===== src/rtl/issue_queue.sv =====
`default_nettype none
// ============================================================================
// Module   : issue_queue
// Brief    : Age-ordered issue queue with busy-table readiness capture,
//            writeback wakeup and oldest-ready select.
// Revision : 1.0 - initial release
// ============================================================================
// uop layout (LSB first): rs1, rs1_valid, rs2, rs2_valid, payload.
module issue_queue #(
    parameter int IQ_DEPTH          = 8,
    parameter int PHY_RF_DEPTH      = 128,
    parameter int PHY_RF_ADDR_WIDTH = $clog2(PHY_RF_DEPTH),
    parameter int UOP_PAYLOAD_WIDTH = 16,
    parameter int UOP_WIDTH         = 2*PHY_RF_ADDR_WIDTH + 2 + UOP_PAYLOAD_WIDTH
) (
    input  logic                         clk,
    input  logic                         rst,
    input  logic                         flush,
    input  logic [UOP_WIDTH-1:0]         uop_in,
    input  logic                         uop_in_valid,
    output logic                         full,
    output logic [PHY_RF_ADDR_WIDTH-1:0] busy_rd_addr1,
    output logic [PHY_RF_ADDR_WIDTH-1:0] busy_rd_addr2,
    input  logic                         busy_rd_data1,
    input  logic                         busy_rd_data2,
    input  logic                         wb_valid,
    input  logic [PHY_RF_ADDR_WIDTH-1:0] wb_addr,
    output logic [UOP_WIDTH-1:0]         uop_out,
    output logic                         uop_out_valid,
    input  logic                         issue_ready
);

    localparam int c_CW      = $clog2(IQ_DEPTH + 1);
    localparam int c_IW      = $clog2(IQ_DEPTH);
    localparam int c_PAW     = PHY_RF_ADDR_WIDTH;
    localparam int c_RS1_LSB = 0;
    localparam int c_RS1V    = c_PAW;
    localparam int c_RS2_LSB = c_PAW + 1;
    localparam int c_RS2V    = 2*c_PAW + 1;

    logic [UOP_WIDTH-1:0] r_uop [IQ_DEPTH];
    logic [IQ_DEPTH-1:0]  r_rdy1;
    logic [IQ_DEPTH-1:0]  r_rdy2;
    logic [c_CW-1:0]      r_count;

    logic [IQ_DEPTH-1:0]  w_wake1;
    logic [IQ_DEPTH-1:0]  w_wake2;
    logic [IQ_DEPTH-1:0]  w_slot_valid;
    logic [IQ_DEPTH-1:0]  w_ready;
    logic [c_IW-1:0]      w_sel;
    logic                 w_any;
    logic                 w_enq;
    logic                 w_fire;
    logic                 w_enq_rdy1;
    logic                 w_enq_rdy2;
    logic [c_CW-1:0]      w_enq_slot;
    logic [UOP_WIDTH-1:0] w_nxt_uop [IQ_DEPTH];
    logic [IQ_DEPTH-1:0]  w_nxt_rdy1;
    logic [IQ_DEPTH-1:0]  w_nxt_rdy2;

    generate
        for (genvar i = 0; i < IQ_DEPTH; i++) begin : g_slot
            assign w_wake1[i] = wb_valid & r_uop[i][c_RS1V] &
                                (r_uop[i][c_RS1_LSB +: c_PAW] == wb_addr);
            assign w_wake2[i] = wb_valid & r_uop[i][c_RS2V] &
                                (r_uop[i][c_RS2_LSB +: c_PAW] == wb_addr);
            assign w_slot_valid[i] = (c_CW'(i) < r_count);
        end
    endgenerate

    // Selection uses registered ready bits only: wakeup takes effect next cycle.
    assign w_ready = w_slot_valid & r_rdy1 & r_rdy2;

    always_comb begin
        w_sel = '0;
        w_any = 1'b0;
        for (int i = IQ_DEPTH - 1; i >= 0; i--) begin
            if (w_ready[i]) begin
                w_sel = c_IW'(i);
                w_any = 1'b1;
            end
        end
    end

    assign uop_out       = w_any ? r_uop[w_sel] : '0;
    assign uop_out_valid = w_any;
    assign full          = (r_count == c_CW'(IQ_DEPTH));
    assign busy_rd_addr1 = uop_in[c_RS1_LSB +: c_PAW];
    assign busy_rd_addr2 = uop_in[c_RS2_LSB +: c_PAW];

    assign w_enq      = uop_in_valid & ~full;
    assign w_fire     = w_any & issue_ready;
    assign w_enq_slot = r_count - c_CW'(w_fire);
    assign w_enq_rdy1 = ~uop_in[c_RS1V] | ~busy_rd_data1 |
                        (wb_valid & (wb_addr == busy_rd_addr1));
    assign w_enq_rdy2 = ~uop_in[c_RS2V] | ~busy_rd_data2 |
                        (wb_valid & (wb_addr == busy_rd_addr2));

    // Wakeup, then compaction above the issued slot, then enqueue at the new tail.
    always_comb begin
        for (int i = 0; i < IQ_DEPTH; i++) begin
            w_nxt_uop[i]  = r_uop[i];
            w_nxt_rdy1[i] = r_rdy1[i] | w_wake1[i];
            w_nxt_rdy2[i] = r_rdy2[i] | w_wake2[i];
        end
        for (int i = 0; i < IQ_DEPTH - 1; i++) begin
            if (w_fire && (c_IW'(i) >= w_sel)) begin
                w_nxt_uop[i]  = r_uop[i+1];
                w_nxt_rdy1[i] = r_rdy1[i+1] | w_wake1[i+1];
                w_nxt_rdy2[i] = r_rdy2[i+1] | w_wake2[i+1];
            end
        end
        if (w_fire) begin
            w_nxt_uop[IQ_DEPTH-1]  = '0;
            w_nxt_rdy1[IQ_DEPTH-1] = 1'b0;
            w_nxt_rdy2[IQ_DEPTH-1] = 1'b0;
        end
        for (int i = 0; i < IQ_DEPTH; i++) begin
            if (w_enq && (c_CW'(i) == w_enq_slot)) begin
                w_nxt_uop[i]  = uop_in;
                w_nxt_rdy1[i] = w_enq_rdy1;
                w_nxt_rdy2[i] = w_enq_rdy2;
            end
        end
    end

    always_ff @(posedge clk or negedge rst) begin
        if (!rst) begin
            r_count <= '0;
            r_rdy1  <= '0;
            r_rdy2  <= '0;
            for (int i = 0; i < IQ_DEPTH; i++) begin
                r_uop[i] <= '0;
            end
        end else if (flush) begin
            r_count <= '0;
            r_rdy1  <= '0;
            r_rdy2  <= '0;
        end else begin
            r_count <= r_count + c_CW'(w_enq) - c_CW'(w_fire);
            r_rdy1  <= w_nxt_rdy1;
            r_rdy2  <= w_nxt_rdy2;
            for (int i = 0; i < IQ_DEPTH; i++) begin
                r_uop[i] <= w_nxt_uop[i];
            end
        end
    end

endmodule
`default_nettype wire


===== config.mk =====
export PLATFORM = sky130hd
export DESIGN_NAME = issue_queue
export DESIGN_NICKNAME = d
export VERILOG_FILES = /design/src/rtl/issue_queue.sv
export SDC_FILE = /design/constraint.sdc
export NUM_CORES = 1
export LEC_CHECK = 0
export CAP_MARGIN = 0
export CORE_MARGIN = 2
export CORE_UTILIZATION = 30
export DETAILED_ROUTE_END_ITERATION = 8
export GPL_TIMING_DRIVEN = 0
export SLEW_MARGIN = 20
export SYNTH_ARGS = -nofsm -noshare
export SYNTH_HDL_FRONTEND = slang
export SYNTH_SLANG_ARGS = --single-unit

===== constraint.sdc =====
create_clock -name clk -period 3.6 [get_ports clk]
set_input_delay 1.08 -clock clk [delete_from_list [all_inputs] [get_ports clk]]
set_output_delay 1.08 -clock clk [all_outputs]
set_load 0.02 [all_outputs]

==> impl_metrics.env <==
export IMPL_worstMarginPinSlew_ns=1.19
export IMPL_synth_commonest_cells="dfrtp_1 (276), nor2_1 (218), mux2i_1 (172)"
export IMPL_dp_hpwl_um=53600
export IMPL_postRouteWirelength_um=84900
export IMPL_num_rows=87
export IMPL_synth_largest_area_cell="dfrtp_1"
export IMPL_cp_max_fo=10
export IMPL_fin_crit_sh=1.18
export IMPL_p_comb_frac=0.402
export IMPL_leakage_nw=10.9
export IMPL_cts_tree="built"
export IMPL_startpoint_type="register"
export IMPL_pre_cts_ws_ns=-2.13
export IMPL_grt_pass1_vias=16872
export IMPL_end_kind="primary output"
export IMPL_synth_cells=1839
export IMPL_core_region_area_mm2=0.0564
export IMPL_synth_fp_nets=1898
export IMPL_fin_skew_ns=0.0433
export IMPL_dieArea_mm2=0.0590
export IMPL_setup_viol=188
export IMPL_fmax_mhz=235
export IMPL_synth_top_family_by_area="compound AO/OA/AOI/OAI gates"
export IMPL_ys_seq_area_frac=0.403
export IMPL_tns_ns=-35.06
export IMPL_grt_start_max_net_pins=95
export IMPL_synth_seq_cells=276
export IMPL_vias=17540
export IMPL_ant_nets=0
export IMPL_cts_buffers=35
export IMPL_synth_area_leaders="dfrtp_1 (40%), mux2i_1 (10%), xor2_1 (5.8%)"
export IMPL_p_sw_frac=0.403
export IMPL_synth_mux_area_frac=0.101
export IMPL_reg2reg_depth=23
export IMPL_grt_overflow_total=0
export IMPL_synth_top_area_frac=0.403
export IMPL_cap_violations=0
export IMPL_synth_adder_area_share=0.00921
export IMPL_ios=95
export IMPL_reg2reg_from="r_count[3]"
export IMPL_slew_viol_final=0
export IMPL_portBuffers=69
export IMPL_synth_edf_count=0
export IMPL_dr_pass1_iters=6
export IMPL_status="finished with violations"
export IMPL_rsz0062_at_grt="yes"
export IMPL_clk_path_buf_depth=3
export IMPL_p_seq_frac=0.380
export IMPL_slowest_delay_ns=0.39
export IMPL_layout_setup_ws_ns=-0.650
export IMPL_synth_warnings=0
export IMPL_first_iter_violations=2290
export IMPL_nets=2136
export IMPL_synth_simple_area_share=0.133
export IMPL_syn_to_final_growth_pct=44.8
export IMPL_crit_type="reg -> out"
export IMPL_drive_above_1_share=0.326
export IMPL_switchingPower_mw=6.53
export IMPL_worst_path_max_delay_cell="dfrtp_1"
export IMPL_ir_drop_mv=0.307
export IMPL_cts_max_level=2
export IMPL_die_y_um=243
export IMPL_synth_xor_area_frac=0.0660
export IMPL_async_flop_share=1.00
export IMPL_clk_pin_slew_worst_paths_ns=0.06
export IMPL_critPathBufInv=4
export IMPL_clockPowerShare=0.218
export IMPL_yosysMostFrequentCell="dfrtp_1"
export IMPL_worstPathCellList="inv_2, ha_2, nor3b_4, o22ai_4, o21ai_4, nand2_4, buf_4, buf_8, mux2i_2, o221ai_4, buf_6"
export IMPL_antenna_found_initial=3
export IMPL_period_minus_slack_ns=4.25
export IMPL_cp_top_family="compound AO/OA/AOI/OAI gates"
export IMPL_cellPowerDensity_mw_per_mm2=653
export IMPL_relSlewSlack=0.203
export IMPL_cts_hold_buf=0
export IMPL_intPower_mw=9.65
export IMPL_fin_total_pwr_mw=16.2
export IMPL_synth_compound_area_frac=0.236
export IMPL_cp_arrival_ns=3.17
export IMPL_finalHoldViolCount=0
export IMPL_clock_latency_ns=0.59
export IMPL_drc=0
export IMPL_rrSetupSlack_ns=-0.29
export IMPL_synth_flop_cell="dfrtp_1"
export IMPL_die_w_um=243
export IMPL_clock_sinks=276
export IMPL_synth_avg_cell_area_um2=9.31
export IMPL_worst_ep_required_time_ns=2.52
export IMPL_yosysUniqueCellTypes=68
export IMPL_viasPerCell=6.14
export IMPL_reg2reg_to="r_uop[60]"
export IMPL_start_util=0.304
export IMPL_violations="negative setup slack"
export IMPL_min_path_type="in -> async"
export IMPL_grt_pass1_wl_um=115000
export IMPL_grt_usage=0.261
export IMPL_whs_ns=0.357
export IMPL_syn_area_mm2=0.0171
export IMPL_routabilityCongestion=0.973
export IMPL_cts_root_buf="clkbuf_16"
export IMPL_wl_per_cell_um=29.7
## routing by layer
metal	vias to the layer above	share of wire	wire length, um	track usage
met2	1246	0.43	36600	0.398
li1	7193	-	-	-
met5	-	0.00015	13	0
met3	336	0.11	9010	0.0646
met1	8763	0.40	33900	0.342
met4	2	0.063	5330	0.132
## cell usage in the layout, fill, tap and decap left out, types with 44 or more instances in the layout
| cell type | n |
|---|---|
| a21oi_1 | 78 |
| a21oi_2 | 44 |
| buf_4 | 101 |
| buf_6 | 49 |
| clkbuf_1 | 45 |
| clkbuf_16 | 72 |
| dfrtp_1 | 274 |
| mux2i_1 | 139 |
| nand2_1 | 94 |
| nor2_1 | 131 |
| nor2_4 | 49 |
| o21ai_0 | 69 |
| o22a_1 | 65 |
| xor2_1 | 113 |
## repair_timing
action,4_1_cts,5_1_grt
pin swaps,48,53
endpoints found under the hold margin,0,0
cloned,8,26
gates resized for setup,621,426
buffers inserted,69,33
endpoints found under the setup margin,308,300
## sequential cells by signal, indices dropped and copies added (netlist names)
signal   count
r_rdy2       8
r_rdy1       8
r_count      4
r_uop      256
## worst max path at each step
stage / start / endpoint / slack, ns / depth (start not counted)
after global routing: r_count[3] / uop_out[0] / -0.71 / 11
after CTS: r_count[2] / uop_out[31] / -0.57 / 10
after global placement: rst / r_uop[38] / -10.99 / 1
after floorplan: r_count[2] / uop_out[20] / -0.08 / 9
after detailed placement: r_count[2] / uop_out[0] / -2.13 / 11
final: r_count[3] / uop_out[0] / -0.65 / 11
## through the flow
step / area, um2 / cells / util
floorplan: 17300 / 1839 / -
global placement: 18900 / 2664 / 0.335
detailed placement: 19000 / 2667 / 0.337
CTS: 22400 / 2800 / 0.397
global route: 24800 / 2854 / 0.440
finish: 24800 / 2855 / 0.440
## cell families (layout without fill, tap and decap cells)
kind of cell / Yosys count / count (layout)
adder cells (fa/ha/maj): 12 / 12
AO/OA/AOI/OAI: 559 / 559
AND/OR/NAND/NOR: 491 / 491
other: 0 / 1
flip-flops: 276 / 276
multiplexers: 173 / 173
XOR/XNOR: 129 / 129
buffers and inverters: 199 / 458
## area by class of cell
type / count / area, um2
Sequential cell: 276 / 6910
Fill cell: 5270 / 31600
Clock buffer: 48 / 966
Antenna cell: 1 / 2.50
Multi-Input combinational cell: 1364 / 11200
Timing Repair Buffer: 204 / 2550
Tap cell: 756 / 946
Clock inverter: 10 / 120
Inverter: 9 / 36.3
Buffer: 187 / 2050
## power groups by stage
stage               registers [mW]  clock network, mW  logic, mW
finish                        6.15               3.52       6.50
detailed placement            5.79                  0       4.56
floorplan                     5.29                  0       3.39
global placement              5.76                  0       4.42
global route                  6.27               3.65       6.89
CTS                           5.80               3.52       5.16
No activity file was read; power rests on OpenSTA's default activity.
